## config.mk

```make
export PLATFORM = sky130hd
export DESIGN_NAME = seq_detector_prog
export DESIGN_NICKNAME = d
export VERILOG_FILES = /design/src/rtl/seq_detector_prog.sv
export SDC_FILE = /design/constraint.sdc
export NUM_CORES = 1
export LEC_CHECK = 0
export ABC_AREA = 1
export BUFFER_PORTS_ARGS = -buffer_cell sky130_fd_sc_hd__buf_4
export CORE_MARGIN = 2
export CORE_UTILIZATION = 48
export CTS_BUF_LIST = sky130_fd_sc_hd__clkbuf_16
export CTS_CLUSTER_SIZE = 25
export DETAILED_ROUTE_END_ITERATION = 7
export PLACE_DENSITY = 0.74
export SYNTH_ARGS = -nofsm -noshare
export SYNTH_HDL_FRONTEND = slang
export SYNTH_SLANG_ARGS = --single-unit
export TNS_END_PERCENT = 10
```

## constraint.sdc

```tcl
create_clock -name clk -period 1.75 [get_ports clk]
set_input_delay 0.175 -clock clk [delete_from_list [all_inputs] [get_ports clk]]
set_output_delay 0.175 -clock clk [all_outputs]
set_load 0.005 [all_outputs]
```

## src/rtl/seq_detector_prog.sv

```systemverilog
// seq_detector_prog: runtime-programmable serial pattern detector.
// Matches any 1..PAT_W bit pattern on a valid-qualified serial stream.
// Supports overlapping and non-overlapping detection, and has a registered Moore match flag.
// Optional saturating match counter, enabled by defining SEQDET_MATCH_CNT_EN.
// When the macro is undefined, match_cnt is tied to 0 and cnt_clr is ignored.
//
// state            | meaning
// hist             | last PAT_W accepted bits, newest in bit 0
// fill             | accepted bits since reset/config/non-overlap hit, saturates at PAT_W
// z                | registered hit from the most recent accepted sample
module seq_detector_prog #(
  parameter int PAT_W = 8,
  parameter int CNT_W = 8,
  parameter int LEN_W = $clog2(PAT_W + 1)
) (
  input  logic             clk,
  input  logic             rst_n,
  input  logic             x,
  input  logic             x_valid,
  input  logic             cfg_load,
  input  logic [PAT_W-1:0] pat,
  input  logic [LEN_W-1:0] pat_len,
  input  logic             overlap,
  input  logic             cnt_clr,
  output logic             z,
  output logic [CNT_W-1:0] match_cnt
);

  localparam logic [LEN_W-1:0] LEN_MAX = LEN_W'(PAT_W);

  logic [PAT_W-1:0] pat_r;
  logic [LEN_W-1:0] len_r;
  logic             ovl_r;
  logic [PAT_W-1:0] hist;
  logic [LEN_W-1:0] fill;

  logic [LEN_W-1:0] len_clamp;
  logic [LEN_W-1:0] fill_n;
  logic [PAT_W-1:0] hist_n;
  logic [PAT_W-1:0] mask;
  logic             hit;

  // Next-sample history, fill level and hit decision (only the low len_r bits are compared)
  always_comb begin
    len_clamp = (pat_len > LEN_MAX) ? LEN_MAX : pat_len;
    fill_n    = (fill == LEN_MAX) ? fill : fill + 1'b1;
    hist_n    = {hist[PAT_W-2:0], x};
    mask      = '0;
    for (int i = 0; i < PAT_W; i++) begin
      mask[i] = (i < int'(len_r));
    end
    hit = (len_r != '0) && (fill_n >= len_r) &&
          (((hist_n ^ pat_r) & mask) == '0);
  end

  // Config, history and match flag; reset beats cfg_load, which beats x_valid
  always_ff @(posedge clk) begin
    if (!rst_n) begin
      pat_r <= '0;
      len_r <= LEN_MAX;
      ovl_r <= 1'b1;
      hist  <= '0;
      fill  <= '0;
      z     <= 1'b0;
    end else if (cfg_load) begin
      pat_r <= pat;
      len_r <= len_clamp;
      ovl_r <= overlap;
      hist  <= '0;
      fill  <= '0;
      z     <= 1'b0;
    end else if (x_valid) begin
      hist <= hist_n;
      z    <= hit;
      fill <= (hit && !ovl_r) ? '0 : fill_n;
    end
  end

`ifdef SEQDET_MATCH_CNT_EN
  logic [CNT_W-1:0] cnt_q;
  logic             acc_hit;

  assign acc_hit   = x_valid && !cfg_load && hit;
  assign match_cnt = cnt_q;

  // Saturating match counter; a clear on the same edge as a hit leaves zero
  always_ff @(posedge clk) begin
    if (!rst_n) begin
      cnt_q <= '0;
    end else if (cnt_clr) begin
      cnt_q <= '0;
    end else if (acc_hit && (cnt_q != {CNT_W{1'b1}})) begin
      cnt_q <= cnt_q + 1'b1;
    end
  end
`else
  logic cnt_clr_unused;

  assign cnt_clr_unused = cnt_clr;
  assign match_cnt      = '0;
`endif

endmodule

```

==> impl_metrics.yaml, run 1 <==
status:
  status: "finished, violations left"
  violations: "negative setup slack"
final_layout:
  num-nets-final: 239
  area.growth.synth_to_final_pct: 20.26
  n_antenna_cell: 0
  final_cell_area_mm2: 0.001589
  layout.cells.non_filler: 244
  drive_gt1_share_pct: 20.66
drt:
  wl_per_cell_um: 10.43
  drc: 0
  maxUsedRoutingLayer: "met4"
  wl_um: 2545
  drt_pass1_iterations: 4
  via_per_inst: 4.730
  vias: 1154
  ant_nets: 0
  wl_met1_um: 1202
  wl_met3_um: 76
  met2_length_um: 1239
  dr.first_iter.drc_count: 32
placed_design:
  dp_slack_ns: -0.1266
  placed_cells: 240
  place_congestion: 0.8151
  place_area_mm2: 0.001471
  dpl.hpwl_um: 1871
  port_buffers: 18
yosys:
  synth_xor_area_share_pct: 2.652
  synth_top_family_by_area: "simple AND/OR/NAND/NOR gates"
  yosysMostFrequentCell: "nand2_1"
  synth_seq_cells: 25
  synthMuxAreaShare_pct: 0
  yosys_warnings: 0
  synth_edf_count: 0
  synth_area_leaders: "dfxtp_1 38%, nand2_1 14%, inv_1 7.1%"
  synth_simple_gate_area_share_pct: 24.24
  synth.top_cell.area_share_pct: 37.88
  synthTopCellsByCount: "51 x nand2_1, 25 x dfxtp_1, 25 x inv_1"
  synthArstFlopShare_pct: 0
  ys.flop_type: "dfxtp_1"
  synthAdderAreaFrac_pct: 5.682
  synth.avg_cell_area_um2: 6.846
  synth_area_mm2: 0.001321
  synth-compound-area-share_pct: 14.87
  synth_top_area_cell: "dfxtp_1"
  synth_cell_types: 20
  ys_seq_area_share_pct: 37.88
  syn_inst: 193
critical_path:
  regToRegStartpoint: "fill[0]$_SDFFE_PP0P_"
  crit_type: "reg -> reg"
  start_kind: "flip-flop"
  cp_slowest_cell: "dfxtp_4"
  arrival_ns: 2.05
  crit_path_end_kind: "flip-flop"
  startpoint: "fill[0]$_SDFFE_PP0P_"
  critPathRequiredTime_ns: 1.88
  critPathMaxFanout: 4
  crit_top_cell: "nor2_2"
  crit_path_max_incr_delay_ns: 0.36
  crit_path_cell_trace: "inv_2, ha_1, nand2_2, nor2_2, xor2_1, ha_2, nand2_1, nor2_2, nor2_2, nor2_2, nand3_2, nand2_1, a21oi_1"
floorplan:
  start_util_pct: 49.18
  coreArea_mm2: 0.002686
  die_w_um: 56.47
  std_cell_rows: 19
  die_y_um: 56.47
  io_pins: 28
  die-area_mm2: 0.003188
global_route:
  grt_pass1_wl_um: 4650
  grt_pass1_vias: 1094
  antenna_found_initial: 0
  track_usage_pct: 18.08
  grt-ovfl-total: 0
  grt_start_max_net_pins: 15
sta:
  setup_ws_ns: -0.1767
  fmax_ghz: 0.5190
  period_share_pct: 110.1
  hold_viol: 0
  layout_min_cycle_time_ns: 1.927
  grt_setup_unrepaired: "yes"
  setup_viol: 5
  drv_slew: 0
  setup_tns_ns: -0.7186
  clock_skew_ns: 0.002033
power_and_ir_drop:
  powerDensity_mw_per_mm2: 802.6
  p_leak_nw: 0.7638
  ir_drop_v: 0.0006162
cts:
  cts_setup_buffers: 0
  cts_buffers: 3
  htree_levels: 1
  cts_sinks: 25
  cts_buffer_depth: 2
  clk_pin_slew_ns: 0.06
  hold_buffers: 0
  cts_tree: "built"
  clock_latency_ns: 0.26
  clockRootBuffer: "clkbuf_16"
worst_hold_path:
  hold_path.class: "in -> reg"
  hold_start: "pat[0]"
run:
  drv_cap: 0
==> critical path, delay by kind of cell, from the launching register on <==
kind	cells	cell delay [ns]
AND/OR/NAND/NOR	8	0.67
buffers and inverters	1	0.03
adder cells (fa/ha/maj)	2	0.51
flip-flops	1	0.36
AO/OA/AOI/OAI	1	0.06
XOR/XNOR	1	0.17
==> kinds of logic after synthesis <==
| family | count (synthesis) |
|---|---|
| other | 1 |
| xor gates and xnor gates | 4 |
| DFF | 25 |
| AOI/OAI and AO/OA | 36 |
| buffers and inverters | 42 |
| and+or+nand+nor | 79 |
| adders and majority gates | 6 |
==> path summary, 6_finish.rpt <==
check,to,slack [ns],cells after the start
worst max-delay path,fill[0]$_SDFFE_PP0P_,-0.18,13
worst min register to register,hist[4]$_SDFFE_PP0P_,0.47,2
worst max register to register,fill[0]$_SDFFE_PP0P_,-0.18,13
worst min-delay path,pat_r[0]$_SDFFE_PN0P_,0.11,3
==> sequential cells by signal, summed over array words and instances, names as in the netlist <==
register and cells:
fill 4, pat_r 8, ovl_r 1, len_r 4, z 1, hist 7
==> per-stage QoR <==
stage / util, % / hold WS [ns] / power, W
2_1_floorplan: - / 0.2877 / 0.0007374
3_3_place_gp: 54.77 / 0.3723 / 0.0007812
3_5_place_dp: 54.77 / 0.3809 / 0.0007828
4_1_cts: 57.99 / 0.1153 / 0.001282
5_1_grt: 59.15 / 0.1241 / 0.001332
6_report: 59.15 / 0.1111 / 0.001275
==> power breakdown <==
group	switching (W)	internal [W]	total, W
clock	0.000197	0.000305	0.000503
sequential	0.0000168	0.000591	0.000608
combinational	0.0000923	0.0000721	0.000164
==> cell type report <==
type,instances,area (um^2)
Inverter,29,108.9
Tap cell,31,38.79
Timing Repair Buffer,22,165.2
Clock inverter,1,3.754
Clock buffer,3,75.07
Fill cell,260,1097
Sequential cell,25,508.0
Multi-Input combinational cell,133,689.4
==> per-layer routing <==
layer / vias up / GRT usage, %
met4: 0 / 5.102
li1: 628 / -
met2: 20 / 31.23
met1: 502 / 23.20
met5: - / 0
met3: 4 / 2.765
==> cell usage in the layout (no fill, tap or decap), drive strengths merged, types with 3 or more instances in the layout <==
| cell type | instances |
|---|---|
| xor2 | 4 |
| a22o | 3 |
| clkbuf | 3 |
| o21ai | 18 |
| nand3 | 11 |
| nand2 | 51 |
| dfxtp | 25 |
| a21oi | 13 |
| conb | 8 |
| inv | 30 |
| buf | 22 |
| nor2 | 17 |
| ha | 6 |
==> timing repair <==
item | 4_1_cts | 5_1_grt
cloned | 0 | 0
gates resized for setup | 3 | 10
pin swaps | 1 | 5
endpoints found under the hold margin | 0 | 0
setup endpoints to repair | 5 | 5
(Power assumes the default switching activity.)
==> run 2, diff against run 1 <==
ABC_AREA = unset   (was 1)
CORE_UTILIZATION = 49   (was 48)
PLACE_DENSITY = 0.75   (was 0.74)
==> impl_metrics.yaml, run 2 <==
status:
  status: "finished, violations left"
  violations: "negative setup slack"
critical_path:
  endpoint: "fill[1]$_SDFFE_PP0P_"
  cp.depth: 11
  critPathMaxFanout: 6
  cp_slowest_cell: "or4b_4"
  crit_path_max_incr_delay_ns: 0.60
  crit_path_end_kind: "flip-flop"
  regToRegStartpoint: "fill[1]$_SDFFE_PP0P_"
  crit_type: "reg -> reg"
  crit_family: "simple AND/OR/NAND/NOR gates"
  startpoint: "fill[1]$_SDFFE_PP0P_"
  start_kind: "flip-flop"
  r2r_slack_ns: -0.54
  arrival_ns: 2.43
  r2r-end: "fill[1]$_SDFFE_PP0P_"
  rr_worst_depth: 11
  worst-path-buf-inv: 1
  crit_path_cell_trace: "inv_2, ha_4, nand2_4, nand2_2, mux2i_2, ha_2, o21a_1, o221ai_2, or4b_4, nand3_2, a21oi_1"
  critPathRequiredTime_ns: 1.89
run:
  drv_cap: 0
worst_hold_path:
  hold_start: "overlap"
  hold_path.class: "in -> reg"
final_layout:
  num-nets-final: 225
  area.growth.synth_to_final_pct: 37.74
  largest-register: "pat_r"
  largest_registers: "pat_r (8), hist (7)"
  n_antenna_cell: 0
  layout_commonest_cell: "buf_4"
  final_cell_area_mm2: 0.001941
  final_core_util_pct: 70.98
  final_cell_mix: "55 x buf_4, 23 x dfxtp_1, 17 x mux2i_1"
  largest_reg_flops: 8
  n_fill_cell: 200
  drive_gt1_share_pct: 42.21
global_route:
  grt_start_max_net_pins: 17
  grt-ovfl-total: 0
  track_usage_pct: 21.67
  grt_pass1_vias: 1270
  antenna_found_initial: 0
  grt_pass1_wl_um: 5561
floorplan:
  die_w_um: 57.62
  std_cell_rows: 19
  die_y_um: 57.62
  start_util_pct: 51.53
  io_pins: 28
  die-area_mm2: 0.003320
  coreArea_mm2: 0.002734
yosys:
  synth.top_cell.area_share_pct: 35.52
  synth_top_area_cell: "dfxtp_1"
  synthTopCellsByCount: "25 x dfxtp_1, 18 x mux2i_1, 13 x nor2_1"
  ys.flop_type: "dfxtp_1"
  synth.avg_cell_area_um2: 9.455
  ys_seq_area_share_pct: 35.52
  syn_inst: 149
  synthArstFlopShare_pct: 0
  synth_edf_count: 0
  yosys_warnings: 0
  yosysMostFrequentCell: "dfxtp_1"
  synth_cell_types: 34
  synth_area_leaders: "dfxtp_1 36%, mux2i_1 13%, buf_4 5.3%"
  synth_area_mm2: 0.001409
  synth_seq_cells: 25
drt:
  ant_nets: 0
  via_per_inst: 5.161
  wl_per_cell_um: 13.76
  drc: 0
  wl_um: 3165
  vias: 1187
  drt_pass1_iterations: 4
  dr.first_iter.drc_count: 28
power_and_ir_drop:
  powerDensity_mw_per_mm2: 672.2
  ir_drop_v: 0.0006117
  power.total_w: 0.001305
  p_leak_nw: 0.8906
sta:
  setup_tns_ns: -2.462
  grt_setup_unrepaired: "yes"
  hold_viol: 0
  drv_slew: 0
  clock_skew_ns: 0.005382
  setup_viol: 5
  setup_ws_ns: -0.5429
  fmax_ghz: 0.4361
  layout_min_cycle_time_ns: 2.293
  period_share_pct: 131.0
cts:
  clk_pin_slew_ns: 0.06
  clockRootBuffer: "clkbuf_16"
  cts_sinks: 25
  cts_buffer_depth: 2
  clock_latency_ns: 0.26
  cts_tree: "built"
  htree_levels: 1
  cts_buffers: 3
placed_design:
  place_congestion: 0.7646
  place_area_mm2: 0.001774
  port_buffers: 18
  dp_slack_ns: -0.6473
  dpl.hpwl_um: 2367
run 2: cell count changes in the layout (fill, tap and decap cells not counted), moves of 3 or more:
| cell | change |
|---|---|
| nand2_1 | -47 |
| buf_4 | +33 |
| inv_1 | -22 |
| mux2i_1 | +17 |
| o21ai_0 | -13 |
| nor2b_1 | +11 |
| a21oi_1 | -8 |
| nand3_1 | -6 |
| nor2_2 | -5 |
| inv_2 | -4 |
| nand3_2 | +4 |
| xnor2_1 | +4 |
| a22o_1 | -3 |
| nand2b_1 | +3 |
run 2: worst min-delay path by stage:
stage	depth (start not counted)	endpoint	slack, ns
global placement	3	ovl_r$_SDFFE_PN1P_	0.39
detailed placement	3	ovl_r$_SDFFE_PN1P_	0.40
CTS	3	ovl_r$_SDFFE_PN1P_	0.13
floorplan	1	len_r[0]$_SDFFE_PN0P_	0.30
finish	3	ovl_r$_SDFFE_PN1P_	0.13
global route	3	ovl_r$_SDFFE_PN1P_	0.17
run 2: kinds of logic (layout without fill, tap and decap cells):
kind of cell / count (synthesis) / after routing / synth area share, %
xor+xnor: 10 / 10 / 6.749
simple gates: 51 / 51 / 21.23
compound gates: 17 / 17 / 8.259
flops: 25 / 25 / 35.52
other cells: 1 / 8 / 0.2662
mux: 18 / 18 / 12.79
fa+ha+maj: 6 / 6 / 5.328
buf+inv: 21 / 64 / 9.858
run 2: worst min-delay path: cells and delay by family:
kind	cells	cell delay (ns)
buffers and inverters	1	0.07
muxes	1	0.06
and+or+nand+nor	1	0.06
run 2: per-stage QoR:
step	instances	hold WS (ns)
after detailed placement	219	0.3961
after global placement	219	0.3899
after CTS	230	0.1297
final	230	0.1294
after floorplan	156	0.3032
after global routing	230	0.1652
run 2: layer usage:
metal  vias up  wire length [um]  global-route usage (%)
li1        597                 -                       -
met1       563              1317                   25.67
met2        23              1734                   40.91
met3         4                77                   2.679
met4         0                36                   5.648
met5         -                 0                       0
run 2: area by class of cell:
class | instances | area [um^2] | share of cell area [%]
multi-input cells | 110 | 882.1 | 45.45
flip-flops and latches | 25 | 505.5 | 26.05
repair buffers | 55 | 412.9 | 21.28
clock buffers | 3 | 75.07 | 3.868
well taps | 31 | 38.79 | 1.999
inverters | 5 | 21.27 | 1.096
clock inverters | 1 | 5.005 | 0.2579
run 2: report_power, final:
part	switching, W	internal [W]
clock network	0.000196	0.000308
registers	0.0000183	0.000587
logic	0.0000845	0.000111
total	0.000299	0.00101
run 2: repair_timing:
item                       in CTS  in global routing
hold endpoints to repair        0                  0
pin swaps                       5                  0
hold buffers                    0                  0
setup buffers                   7                  0
gates cloned                    0                  0
resized for setup               6                  2
setup endpoints to repair       5                  5
